### config.mk
export PLATFORM = sky130hd
export DESIGN_NAME = dpu_frame_renderer_flat
export DESIGN_NICKNAME = d
export VERILOG_FILES = /design/src/rtl/dpu_render_pkg.sv /design/src/rtl/dpu_frame_renderer_if.sv /design/src/rtl/vga_timing.sv /design/src/rtl/dpu_frame_renderer.sv /design/src/flat_wrapper.sv
export SDC_FILE = /design/constraint.sdc
export NUM_CORES = 1
export LEC_CHECK = 0
export CAP_MARGIN = 20
export CORE_ASPECT_RATIO = 0.5
export CORE_MARGIN = 2
export CORE_UTILIZATION = 45
export CTS_BUF_LIST = sky130_fd_sc_hd__clkbuf_2 sky130_fd_sc_hd__clkbuf_4 sky130_fd_sc_hd__clkbuf_8
export CTS_CLUSTER_DIAMETER = 200
export DETAILED_ROUTE_END_ITERATION = 6
export PLACE_DENSITY = 0.68
export SYNTH_ARGS = -nofsm -noshare
export SYNTH_HDL_FRONTEND = slang
export SYNTH_SLANG_ARGS = --single-unit
### constraint.sdc
create_clock -name clk -period 8.8 [get_ports clk]
set_clock_uncertainty 0.15 [all_clocks]
set_input_delay 1.76 -clock clk [delete_from_list [all_inputs] [get_ports clk]]
set_output_delay 1.76 -clock clk [all_outputs]
set_load 0.02 [all_outputs]
### src/rtl/dpu_render_pkg.sv
// Shared VGA timing, palette, geometry and snapshot types for the DPU pixel renderer.
package dpu_render_pkg;

   localparam int unsigned H_ACTIVE = 640;
   localparam int unsigned H_FP     = 16;
   localparam int unsigned H_SYNC   = 96;
   localparam int unsigned H_BP     = 48;
   localparam int unsigned H_TOTAL  = H_ACTIVE + H_FP + H_SYNC + H_BP;
   localparam int unsigned V_ACTIVE = 480;
   localparam int unsigned V_FP     = 10;
   localparam int unsigned V_SYNC   = 2;
   localparam int unsigned V_BP     = 33;
   localparam int unsigned V_TOTAL  = V_ACTIVE + V_FP + V_SYNC + V_BP;

   localparam int unsigned CNT_W = 10;
   localparam int unsigned POS_W = 11;
   localparam int unsigned BND_W = 12;
   localparam int unsigned HP_W  = 4;
   localparam int unsigned RGB_W = 8;

   localparam int unsigned SPRITE_W  = 32;
   localparam int unsigned SPRITE_H  = 64;
   localparam int unsigned FACE_ROW0 = 8;
   localparam int unsigned FACE_ROW1 = 16;
   localparam int unsigned FACE_COLS = 4;
   localparam int unsigned HB_X0     = 16;
   localparam int unsigned HB_X1     = 624;
   localparam int unsigned HB_Y0     = 16;
   localparam int unsigned HB_Y1     = 24;
   localparam int unsigned HB_STEP   = 16;
   localparam int unsigned GROUND_Y  = 448;

   typedef enum logic [2:0] {
      GS_TITLE   = 3'd0,
      GS_FIGHT   = 3'd1,
      GS_PAUSED  = 3'd2,
      GS_P1_WINS = 3'd3,
      GS_P2_WINS = 3'd4
   } game_state_e;

   typedef enum logic [1:0] {
      PS_IDLE   = 2'd0,
      PS_ATTACK = 2'd1,
      PS_BLOCK  = 2'd2,
      PS_HURT   = 2'd3
   } player_state_e;

   typedef logic [RGB_W-1:0] rgb_t;

   localparam rgb_t C_OFF       = 8'h00;
   localparam rgb_t C_TITLE     = 8'h25;
   localparam rgb_t C_P1_WINS   = 8'hE0;
   localparam rgb_t C_P2_WINS   = 8'h03;
   localparam rgb_t C_HEALTH    = 8'h1C;
   localparam rgb_t C_FACE      = 8'h00;
   localparam rgb_t C_P1_IDLE   = 8'hE0;
   localparam rgb_t C_P2_IDLE   = 8'h03;
   localparam rgb_t C_ATTACK    = 8'hFC;
   localparam rgb_t C_BLOCK     = 8'h92;
   localparam rgb_t C_HURT      = 8'hFF;
   localparam rgb_t C_GROUND    = 8'h8C;
   localparam rgb_t C_BG        = 8'h49;
   localparam rgb_t C_BG_PAUSED = 8'h24;

   typedef struct packed {
      logic [POS_W-1:0] x;
      logic [POS_W-1:0] y;
      player_state_e    st;
      logic             left;
      logic [HP_W-1:0]  health;
   } player_snap_t;

   typedef struct packed {
      game_state_e  gs;
      player_snap_t p1;
      player_snap_t p2;
   } game_snap_t;

   // Returns {hit, colour} for one player rectangle at raster position (h,v).
   function automatic logic [RGB_W:0] sprite_px(input logic [BND_W-1:0] h,
                                                input logic [BND_W-1:0] v,
                                                input player_snap_t p,
                                                input rgb_t idle_c);
      logic [BND_W-1:0] px, py, dx, dy;
      logic hit, face;
      rgb_t c;
      px   = BND_W'(p.x);
      py   = BND_W'(p.y);
      dx   = h - px;
      dy   = v - py;
      hit  = (h >= px) && (h < px + BND_W'(SPRITE_W)) &&
             (v >= py) && (v < py + BND_W'(SPRITE_H));
      face = (dy >= BND_W'(FACE_ROW0)) && (dy < BND_W'(FACE_ROW1)) &&
             (p.left ? (dx < BND_W'(FACE_COLS)) : (dx >= BND_W'(SPRITE_W - FACE_COLS)));
      case (p.st)
         PS_IDLE:   c = idle_c;
         PS_ATTACK: c = C_ATTACK;
         PS_BLOCK:  c = C_BLOCK;
         default:   c = C_HURT;
      endcase
      if (face) c = C_FACE;
      return {hit, c};
   endfunction

endpackage

### src/rtl/dpu_frame_renderer_if.sv
// Game-state inputs and VGA pixel outputs of the frame renderer.
interface dpu_frame_renderer_if;
   logic                               pix_ce;
   logic [2:0]                         gameState;
   logic [1:0]                         p1State, p2State;
   logic [dpu_render_pkg::HP_W-1:0]    p1health, p2health;
   logic [dpu_render_pkg::POS_W-1:0]   x1, y1, x2, y2;
   logic                               p1Left, p2Left;
   logic                               hsync, vsync, de, frame_start;
   logic [dpu_render_pkg::RGB_W-1:0]   rgb;
   logic [dpu_render_pkg::CNT_W-1:0]   hcount, vcount;

   modport slave (
      input  pix_ce, gameState, p1State, p2State, p1health, p2health,
             x1, y1, x2, y2, p1Left, p2Left,
      output hsync, vsync, de, rgb, hcount, vcount, frame_start
   );

   modport master (
      output pix_ce, gameState, p1State, p2State, p1health, p2health,
             x1, y1, x2, y2, p1Left, p2Left,
      input  hsync, vsync, de, rgb, hcount, vcount, frame_start
   );
endinterface

### src/rtl/vga_timing.sv
// 640x480 raster counters with sync/data-enable decode and end-of-frame strobe.
module vga_timing
   import dpu_render_pkg::*;
(
   input  logic             clk,
   input  logic             rst,
   input  logic             pix_ce_i,
   output logic [CNT_W-1:0] hcount_o,
   output logic [CNT_W-1:0] vcount_o,
   output logic             hsync_c_o,
   output logic             vsync_c_o,
   output logic             de_c_o,
   output logic             eof_c_o
);
   logic [CNT_W-1:0] h_q, h_d, v_q, v_d;
   logic             h_last, v_last;

   always_comb begin
      h_last = (h_q == CNT_W'(H_TOTAL - 1));
      v_last = (v_q == CNT_W'(V_TOTAL - 1));
      h_d    = h_q;
      v_d    = v_q;
      if (pix_ce_i) begin
         h_d = h_last ? '0 : h_q + CNT_W'(1);
         if (h_last) v_d = v_last ? '0 : v_q + CNT_W'(1);
      end
   end

   always_ff @(posedge clk or posedge rst) begin
      if (rst) begin
         h_q <= '0;
         v_q <= '0;
      end else begin
         h_q <= h_d;
         v_q <= v_d;
      end
   end

   // Decode describes the current counter position; the top registers it.
   assign hsync_c_o = !((h_q >= CNT_W'(H_ACTIVE + H_FP)) &&
                        (h_q <  CNT_W'(H_ACTIVE + H_FP + H_SYNC)));
   assign vsync_c_o = !((v_q >= CNT_W'(V_ACTIVE + V_FP)) &&
                        (v_q <  CNT_W'(V_ACTIVE + V_FP + V_SYNC)));
   assign de_c_o    = (h_q < CNT_W'(H_ACTIVE)) && (v_q < CNT_W'(V_ACTIVE));
   assign eof_c_o   = pix_ce_i && h_last && v_last;
   assign hcount_o  = h_q;
   assign vcount_o  = v_q;
endmodule

### src/rtl/dpu_frame_renderer.sv
// Per-frame game-state snapshot, colour selection and registered RGB332/sync output.
module dpu_frame_renderer
   import dpu_render_pkg::*;
(
   input logic                 clk,
   input logic                 rst,
   dpu_frame_renderer_if.slave bus
);
   logic [CNT_W-1:0] hcount, vcount;
   logic             hsync_c, vsync_c, de_c, eof_c;
   game_snap_t       snap_d, snap_q;
   logic             hsync_q, vsync_q, de_q, frame_start_q;
   rgb_t             rgb_q, colour_c;
   logic [BND_W-1:0] h_c, v_c, p1_bar_end_c, p2_bar_start_c;
   logic [RGB_W:0]   p1_px_c, p2_px_c;
   logic             bar_c;

   vga_timing u_timing (
      .clk       (clk),
      .rst       (rst),
      .pix_ce_i  (bus.pix_ce),
      .hcount_o  (hcount),
      .vcount_o  (vcount),
      .hsync_c_o (hsync_c),
      .vsync_c_o (vsync_c),
      .de_c_o    (de_c),
      .eof_c_o   (eof_c)
   );

   always_comb begin
      snap_d           = '0;
      snap_d.gs        = game_state_e'(bus.gameState);
      snap_d.p1.x      = bus.x1;
      snap_d.p1.y      = bus.y1;
      snap_d.p1.st     = player_state_e'(bus.p1State);
      snap_d.p1.left   = bus.p1Left;
      snap_d.p1.health = bus.p1health;
      snap_d.p2.x      = bus.x2;
      snap_d.p2.y      = bus.y2;
      snap_d.p2.st     = player_state_e'(bus.p2State);
      snap_d.p2.left   = bus.p2Left;
      snap_d.p2.health = bus.p2health;
   end

   // Layer priority: health bars, P1, P2, ground, background.
   always_comb begin
      h_c            = BND_W'(hcount);
      v_c            = BND_W'(vcount);
      p1_px_c        = sprite_px(h_c, v_c, snap_q.p1, C_P1_IDLE);
      p2_px_c        = sprite_px(h_c, v_c, snap_q.p2, C_P2_IDLE);
      p1_bar_end_c   = BND_W'(HB_X0) + BND_W'(snap_q.p1.health) * BND_W'(HB_STEP);
      p2_bar_start_c = BND_W'(HB_X1) - BND_W'(snap_q.p2.health) * BND_W'(HB_STEP);
      bar_c          = (v_c >= BND_W'(HB_Y0)) && (v_c < BND_W'(HB_Y1)) &&
                       (((h_c >= BND_W'(HB_X0)) && (h_c < p1_bar_end_c)) ||
                        ((h_c >= p2_bar_start_c) && (h_c < BND_W'(HB_X1))));
      colour_c       = C_OFF;
      case (snap_q.gs)
         GS_TITLE:   colour_c = C_TITLE;
         GS_P1_WINS: colour_c = C_P1_WINS;
         GS_P2_WINS: colour_c = C_P2_WINS;
         GS_FIGHT, GS_PAUSED: begin
            if (bar_c)                          colour_c = C_HEALTH;
            else if (p1_px_c[RGB_W])            colour_c = p1_px_c[RGB_W-1:0];
            else if (p2_px_c[RGB_W])            colour_c = p2_px_c[RGB_W-1:0];
            else if (v_c >= BND_W'(GROUND_Y))   colour_c = C_GROUND;
            else if (snap_q.gs == GS_PAUSED)    colour_c = C_BG_PAUSED;
            else                                colour_c = C_BG;
         end
         default:    colour_c = C_OFF;
      endcase
   end

   always_ff @(posedge clk or posedge rst) begin
      if (rst) begin
         snap_q        <= '0;
         hsync_q       <= 1'b1;
         vsync_q       <= 1'b1;
         de_q          <= 1'b0;
         rgb_q         <= '0;
         frame_start_q <= 1'b0;
      end else begin
         frame_start_q <= eof_c;
         if (eof_c) snap_q <= snap_d;
         if (bus.pix_ce) begin
            hsync_q <= hsync_c;
            vsync_q <= vsync_c;
            de_q    <= de_c;
            rgb_q   <= de_c ? colour_c : C_OFF;
         end
      end
   end

   assign bus.hsync       = hsync_q;
   assign bus.vsync       = vsync_q;
   assign bus.de          = de_q;
   assign bus.rgb         = rgb_q;
   assign bus.hcount      = hcount;
   assign bus.vcount      = vcount;
   assign bus.frame_start = frame_start_q;
endmodule

### src/flat_wrapper.sv
// flat-port wrapper written by rule: the top's interface ports become plain ports
module dpu_frame_renderer_flat import dpu_render_pkg::*;
  (clk, rst, bus_pix_ce, bus_gameState, bus_p1State, bus_p2State, bus_p1health, bus_p2health, bus_x1, bus_y1, bus_x2, bus_y2, bus_p1Left, bus_p2Left, bus_hsync, bus_vsync, bus_de, bus_rgb, bus_hcount, bus_vcount, bus_frame_start);
  dpu_frame_renderer_if bus_i ();
  input logic clk;
  input logic rst;
  input wire logic [$bits(bus_i.pix_ce)-1:0] bus_pix_ce;
  input wire logic [$bits(bus_i.gameState)-1:0] bus_gameState;
  input wire logic [$bits(bus_i.p1State)-1:0] bus_p1State;
  input wire logic [$bits(bus_i.p2State)-1:0] bus_p2State;
  input wire logic [$bits(bus_i.p1health)-1:0] bus_p1health;
  input wire logic [$bits(bus_i.p2health)-1:0] bus_p2health;
  input wire logic [$bits(bus_i.x1)-1:0] bus_x1;
  input wire logic [$bits(bus_i.y1)-1:0] bus_y1;
  input wire logic [$bits(bus_i.x2)-1:0] bus_x2;
  input wire logic [$bits(bus_i.y2)-1:0] bus_y2;
  input wire logic [$bits(bus_i.p1Left)-1:0] bus_p1Left;
  input wire logic [$bits(bus_i.p2Left)-1:0] bus_p2Left;
  output wire logic [$bits(bus_i.hsync)-1:0] bus_hsync;
  output wire logic [$bits(bus_i.vsync)-1:0] bus_vsync;
  output wire logic [$bits(bus_i.de)-1:0] bus_de;
  output wire logic [$bits(bus_i.rgb)-1:0] bus_rgb;
  output wire logic [$bits(bus_i.hcount)-1:0] bus_hcount;
  output wire logic [$bits(bus_i.vcount)-1:0] bus_vcount;
  output wire logic [$bits(bus_i.frame_start)-1:0] bus_frame_start;
  assign bus_i.pix_ce = bus_pix_ce;
  assign bus_i.gameState = bus_gameState;
  assign bus_i.p1State = bus_p1State;
  assign bus_i.p2State = bus_p2State;
  assign bus_i.p1health = bus_p1health;
  assign bus_i.p2health = bus_p2health;
  assign bus_i.x1 = bus_x1;
  assign bus_i.y1 = bus_y1;
  assign bus_i.x2 = bus_x2;
  assign bus_i.y2 = bus_y2;
  assign bus_i.p1Left = bus_p1Left;
  assign bus_i.p2Left = bus_p2Left;
  assign bus_hsync = bus_i.hsync;
  assign bus_vsync = bus_i.vsync;
  assign bus_de = bus_i.de;
  assign bus_rgb = bus_i.rgb;
  assign bus_hcount = bus_i.hcount;
  assign bus_vcount = bus_i.vcount;
  assign bus_frame_start = bus_i.frame_start;
  dpu_frame_renderer u_core (.clk(clk), .rst(rst), .bus(bus_i));
endmodule
==> results.py, run 1 <==
metrics = {
    "logic_synthesis": {
        "yosys.area_share.simple_pct": 17.0,
        "synthDistinctLibCells": 85,
        "synth_seq_cells": 93,
        "synth_edf_count": 0,
        "netlist_instances": 787,
        "synth_area_um2": 6960,
        "synth_compound_area_share_pct": 20.2,
        "synthAdderAreaFrac_pct": 15.0,
        "ys_async_sr_fraction_pct": 100,
        "synth_top_family_by_area": "compound AO/OA/AOI/OAI gates",
        "avgSynthCellArea_um2": 8.85,
        "synthMuxAreaShare_pct": 4.42,
        "synth_nets": 934,
        "synthFlopType": "dfrtp_1",
        "synth_xor_xnor_area_share_pct": 4.53,
        "yosysSeqAreaShare_pct": 33.5,
        "synth_warnings": 0,
    },
    "cells_and_area": {
        "fin_cells": 1080,
        "seqCellArea_um2": 2330,
        "nets": 1018,
        "antenna_cells": 0,
        "n_fill_cell": 1431,
        "final_layout_size_suffix_gt1_share_pct": 8.11,
        "multi_input_area_um2": 4260,
        "area_growth_pct": 19.3,
    },
    "placed_design": {
        "place_inst": 1064,
        "portBuffers": 95,
        "dpl.hpwl_mm": 13.0,
        "gp_congestion": 0.921,
    },
    "clock_tree": {
        "cts_made_buffers": 9,
        "clock_path_buffers": 2,
        "path_clk_slew_ns": 0.10,
        "cts-root-buf": "clkbuf_8",
        "cts_hold_buf": 0,
        "postCtsSetupRepairBufs": 0,
        "clk_latency_ns": 0.37,
        "cts_tree": "built",
        "cts_sinks": 93,
        "htreeDepth": 3,
        "cts_repair_resize_count": 0,
    },
    "hold_path": {
        "hold_class": "register to register",
    },
    "grt": {
        "grt_pass1_wl_mm": 29.1,
        "grt_antenna_before_repair": 0,
        "grt_overflow": 0,
        "grt_pass1_vias": 5813,
        "grt_usage_pct": 21.6,
        "grt_max_degree": 103,
    },
    "floorplan": {
        "rows": 32,
        "core-area_um2": 15300,
        "ioPinCount": 96,
        "die_w_um": 180,
        "die_area_um2": 16500,
        "die_h_um": 92.0,
        "start_util_pct": 45.6,
    },
    "timing": {
        "grt_setup_unrepaired": "no",
        "fin_tns_setup_ns": 0,
        "setup_viol": 0,
        "period_minus_slack_ns": 4.76,
        "whs_ns": 0.349,
        "slew_headroom_pct": 32.7,
        "fmax_mhz": 210,
        "slew_viol_final": 0,
        "hold_viol_final": 0,
        "finalCritPeriodShare_pct": 54.1,
        "worst_pin_slew_ns": 1.01,
    },
    "status": {
        "status": "complete, no violations",
    },
    "routing": {
        "drtPass1Iterations": 4,
        "drt_iter0_markers": 377,
        "num_vias": 5972,
        "wl_per_cell_um": 16.1,
        "ant_nets": 0,
        "drc": 0,
        "finalWirelength_mm": 17.3,
        "vias_per_cell": 5.53,
    },
    "critical_path": {
        "worstPathArrival_ns": 4.87,
        "slowest_delay_ns": 0.93,
        "cp.required_ns": 8.91,
        "crit_chain": "clkdlybuf4s50_1 -> nand4_1 -> nor4_2 -> buf_4 -> and4_4 -> mux2_2",
        "critical_path_class": "primary input to register",
        "crit_path_start_kind": "primary input",
        "critPathSlowestCell": "and4_4",
        "crit_path_end_kind": "register",
        "path_max_fanout": 102,
    },
    "flow_run": {
        "drv_cap": 0,
    },
    "power": {
        "leakage_nw": 3.95,
        "ir_worst_vdd_mv": 0.0690,
        "power_per_cell_area_nw_per_um2": 134,
    },
}
==> registers in the layout, indices dropped and copies added (netlist names) <==
register	cells
u_core.snap_q	61
u_core.u_timing.hcount_o	10
u_core.u_timing.vcount_o	10
u_core.bus.rgb	8
u_core.bus.de	1
u_core.bus.frame_start	1
u_core.bus.hsync	1
u_core.bus.vsync	1
==> routing by layer <==
metal	vias to the layer above	track usage [%]	wire length, um
li1	3000	-	-
met5	-	0	0
met2	139	34.6	7540
met1	2821	31.1	8780
met4	0	3.73	139
met3	12	3.77	886
==> worst max-delay path, delay by kind of cell <==
kind	cells	cell delay, ns
simple gates	3	1.57
mux	1	0.42
buf+inv	2	1.06
==> cell usage after synthesis (15+ instances only) <==
master	count	share of area (%)
o21ai_0	75	5.4
inv_1	72	3.9
nand2_1	80	4.3
a21oi_1	37	2.7
xnor2_1	21	2.6
dfrtp_1	91	33
clkbuf_1	18	0.97
xor2_1	15	1.9
ha_1	82	15
nor2_1	53	2.9
mux2_2	22	3.6
nand3_1	21	1.5
nand4_1	15	1.3
==> per-stage QoR <==
stage | setup slack (ns) | power (mW) | util [%] | area [um^2]
2_1_floorplan | 4.47 | 0.674 | - | 6960
3_3_place_gp | 3.72 | 0.782 | 53.0 | 8090
3_5_place_dp | 3.67 | 0.789 | 53.0 | 8090
4_1_cts | 4.08 | 1.12 | 54.5 | 8310
5_1_grt | 3.84 | 1.17 | 54.5 | 8310
6_report | 4.04 | 1.11 | 54.5 | 8310
==> path summary, 6_finish.rpt <==
path / startpoint / to / slack (ns) / cells past startpoint
min in group asynchronous: rst / u_core.bus.rgb[6] / 1.62 / 2
hold / removal: u_core.bus.vsync / u_core.bus.vsync / 0.35 / 2
hold reg to reg: u_core.bus.vsync / u_core.bus.vsync / 0.35 / 2
setup reg to reg: u_core.u_timing.vcount_o[3] / u_core.bus.rgb[6] / 5.10 / 10
max in group asynchronous: rst / u_core.u_timing.vcount_o[4] / 5.70 / 3
setup / recovery: bus_pix_ce / u_core.snap_q[58] / 4.04 / 6
==> cell type report <==
type | count | share of cell area [%]
timing repair buffer | 97 | 11.6
inverter | 72 | 3.27
multi-input combinational | 598 | 51.3
tap | 204 | 3.07
clock inverter | 4 | 0.904
clock buffer | 12 | 1.76
sequential | 93 | 28.0
==> report_power, final <==
part | internal (mW) | switching [mW] | total [mW] | leakage (nW)
registers | 0.443 | 0.0492 | 0.492 | 1.05
logic | 0.137 | 0.152 | 0.289 | 2.80
clock network | 0.170 | 0.158 | 0.328 | 0.107
==> logic make-up after synthesis <==
logic type,count (synthesis)
flip-flops,93
buffers and inverters,96
multiplexers,28
AND/OR/NAND/NOR,241
adder cells (fa/ha/maj),83
AO/OA/AOI/OAI,210
XOR/XNOR,36
==> layout by cell type, fill, tap and decap left out, types with 8 or more instances in the layout <==
cell and instances:
nand3_1 21, a21oi_1 37, inv_1 71, o21ai_0 75, a21o_1 9, nand2_1 80
mux2_2 22, nor2b_1 9, xnor2_1 21, nor2_1 53, a211oi_1 9, xor2_1 15
nand2b_1 11, clkbuf_8 9, nand4_1 15, nor3_1 14, a31oi_1 8, clkdlybuf4s50_1 95
ha_1 82, dfrtp_1 91
No activity file was read; power rests on OpenSTA's default activity.
==> run 2, diff against run 1 <==
Clock period 8.8 ns to 4.55 ns, I/O delays scaled along.
==> run 2 against run 1 <==
Against the previous run:
- critical path depth up 4
- setup slack lost 3.1 ns
- clock-buffer cell count fell by 2
- sequential power grew 92%
- largest power group unchanged
- die area is the same
- cell area is 1.1% higher
- highest routed layer unchanged
- critical path type is now register to register
==> results.py, run 2 (synthesis results as in run 1) <==
metrics = {
    "status": {
        "status": "complete, no violations",
    },
    "timing": {
        "fin_tns_setup_ns": 0,
        "slew_viol_final": 0,
        "slew_headroom_pct": 39.6,
        "fmax_mhz": 273,
        "hold_viol_final": 0,
        "finalCritPeriodShare_pct": 80.4,
        "worst_slack_ns": 0.893,
        "worst_pin_slew_ns": 0.904,
        "setup_viol": 0,
        "grt_setup_unrepaired": "no",
        "period_minus_slack_ns": 3.66,
    },
    "cells_and_area": {
        "antenna_cells": 0,
        "largest_register": "u_core.snap_q",
        "final_layout_size_suffix_gt1_share_pct": 8.94,
        "largest_reg_flops": 61,
        "layout_commonest_cell": "clkdlybuf4s50_1",
        "area_growth_pct": 20.7,
        "nets": 1026,
        "final_cell_mix": "95 x clkdlybuf4s50_1, 91 x dfrtp_1, 82 x ha_1, 80 x nand2_1, 75 x o21ai_0",
    },
    "placed_design": {
        "dpl.hpwl_mm": 13.7,
        "place_ws_ns": 0.937,
        "gp_congestion": 0.857,
        "portBuffers": 95,
    },
    "clock_tree": {
        "htreeDepth": 3,
        "cts-root-buf": "clkbuf_8",
        "clock_path_buffers": 2,
        "path_clk_slew_ns": 0.11,
        "clk_latency_ns": 0.37,
        "cts_hold_buf": 0,
        "cts_repair_resize_count": 0,
        "cts_tree": "built",
        "cts_made_buffers": 9,
        "postCtsSetupRepairBufs": 0,
        "cts_sinks": 93,
    },
    "critical_path": {
        "crit_path_end_kind": "register",
        "worstPathArrival_ns": 3.78,
        "critical_path_class": "register to register",
        "path_max_fanout": 13,
        "slowest_delay_ns": 0.72,
        "cp.required_ns": 4.67,
        "critPathSlowestCell": "a211oi_2",
        "crit_path_start_kind": "register",
        "crit_chain": "ha_1 -> o21ai_0 -> a21oi_2 -> or4b_4 -> a311oi_2 -> or4_1 -> a211oi_2 -> a31o_1 -> a21oi_1 -> o311ai_1",
    },
    "power": {
        "total_power_mw": 2.18,
        "ir_worst_vdd_mv": 0.142,
        "power_per_cell_area_nw_per_um2": 259,
        "leakage_nw": 4.01,
    },
    "grt": {
        "grt_antenna_before_repair": 0,
        "grt_overflow": 0,
        "grt_max_degree": 51,
        "grt_usage_pct": 21.8,
        "grt_pass1_wl_mm": 29.2,
        "grt_pass1_vias": 5782,
    },
    "flow_run": {
        "drv_cap": 0,
    },
    "floorplan": {
        "die_h_um": 92.0,
        "rows": 32,
        "ioPinCount": 96,
        "core-area_um2": 15300,
        "start_util_pct": 45.6,
        "die_area_um2": 16500,
        "die_w_um": 180,
    },
    "routing": {
        "num_vias": 6059,
        "drtPass1Iterations": 5,
        "vias_per_cell": 5.57,
        "ant_nets": 0,
        "drc": 0,
        "finalWirelength_mm": 17.5,
        "drt_iter0_markers": 376,
        "wl_per_cell_um": 16.1,
    },
    "hold_path": {
        "hold_class": "register to register",
    },
}
-- run 2: final cells by class --
cell class	instances	area (um^2)
Tap cell	204	255
Inverter	72	272
Clock inverter	6	93.8
Timing Repair Buffer	105	1050
Sequential cell	93	2330
Fill cell	1422	6850
Clock buffer	10	138
Multi-Input combinational cell	598	4260
-- run 2: critical path: cells and delay by family (launching register included) --
| kind | cells | cell delay, ns |
|---|---|---|
| compound gates | 7 | 1.72 |
| simple gates | 2 | 0.73 |
| flops | 1 | 0.55 |
| fa+ha+maj | 1 | 0.40 |
-- run 2: per-stage QoR --
stage,hold slack [ns],util [%],instance area (um^2),std cells
4_1_cts,0.366,55.1,8400,1088
2_1_floorplan,0.335,-,6960,787
3_5_place_dp,0.352,53.6,8170,1072
6_report,0.363,55.1,8400,1088
5_1_grt,0.395,55.1,8400,1088
3_3_place_gp,0.342,53.6,8170,1072
-- run 2: final timing paths --
check / startpoint / endpoint / slack, ns / cells past startpoint
worst max-delay path: u_core.u_timing.vcount_o[3] / u_core.bus.rgb[6] / 0.89 / 10
worst min register to register: u_core.bus.vsync / u_core.bus.vsync / 0.36 / 2
max in group asynchronous: rst / u_core.bus.vsync / 2.61 / 3
min in group asynchronous: rst / u_core.bus.de / 0.86 / 2
worst max register to register: u_core.u_timing.vcount_o[3] / u_core.bus.rgb[6] / 0.89 / 10
worst min-delay path: u_core.bus.vsync / u_core.bus.vsync / 0.36 / 2
-- run 2: power by group --
part,internal [mW],switching (mW)
clock,0.330,0.320
combinational,0.271,0.310
sequential,0.856,0.0898
total,1.46,0.719
-- run 2: routing by layer --
layer  wire [um]  track usage (%)  up-vias
met4          96             3.18        0
met1        8810             31.4     2896
met3         823             4.53       11
li1            -                -     3011
met2        7770             34.5      141
met5           0                0        -
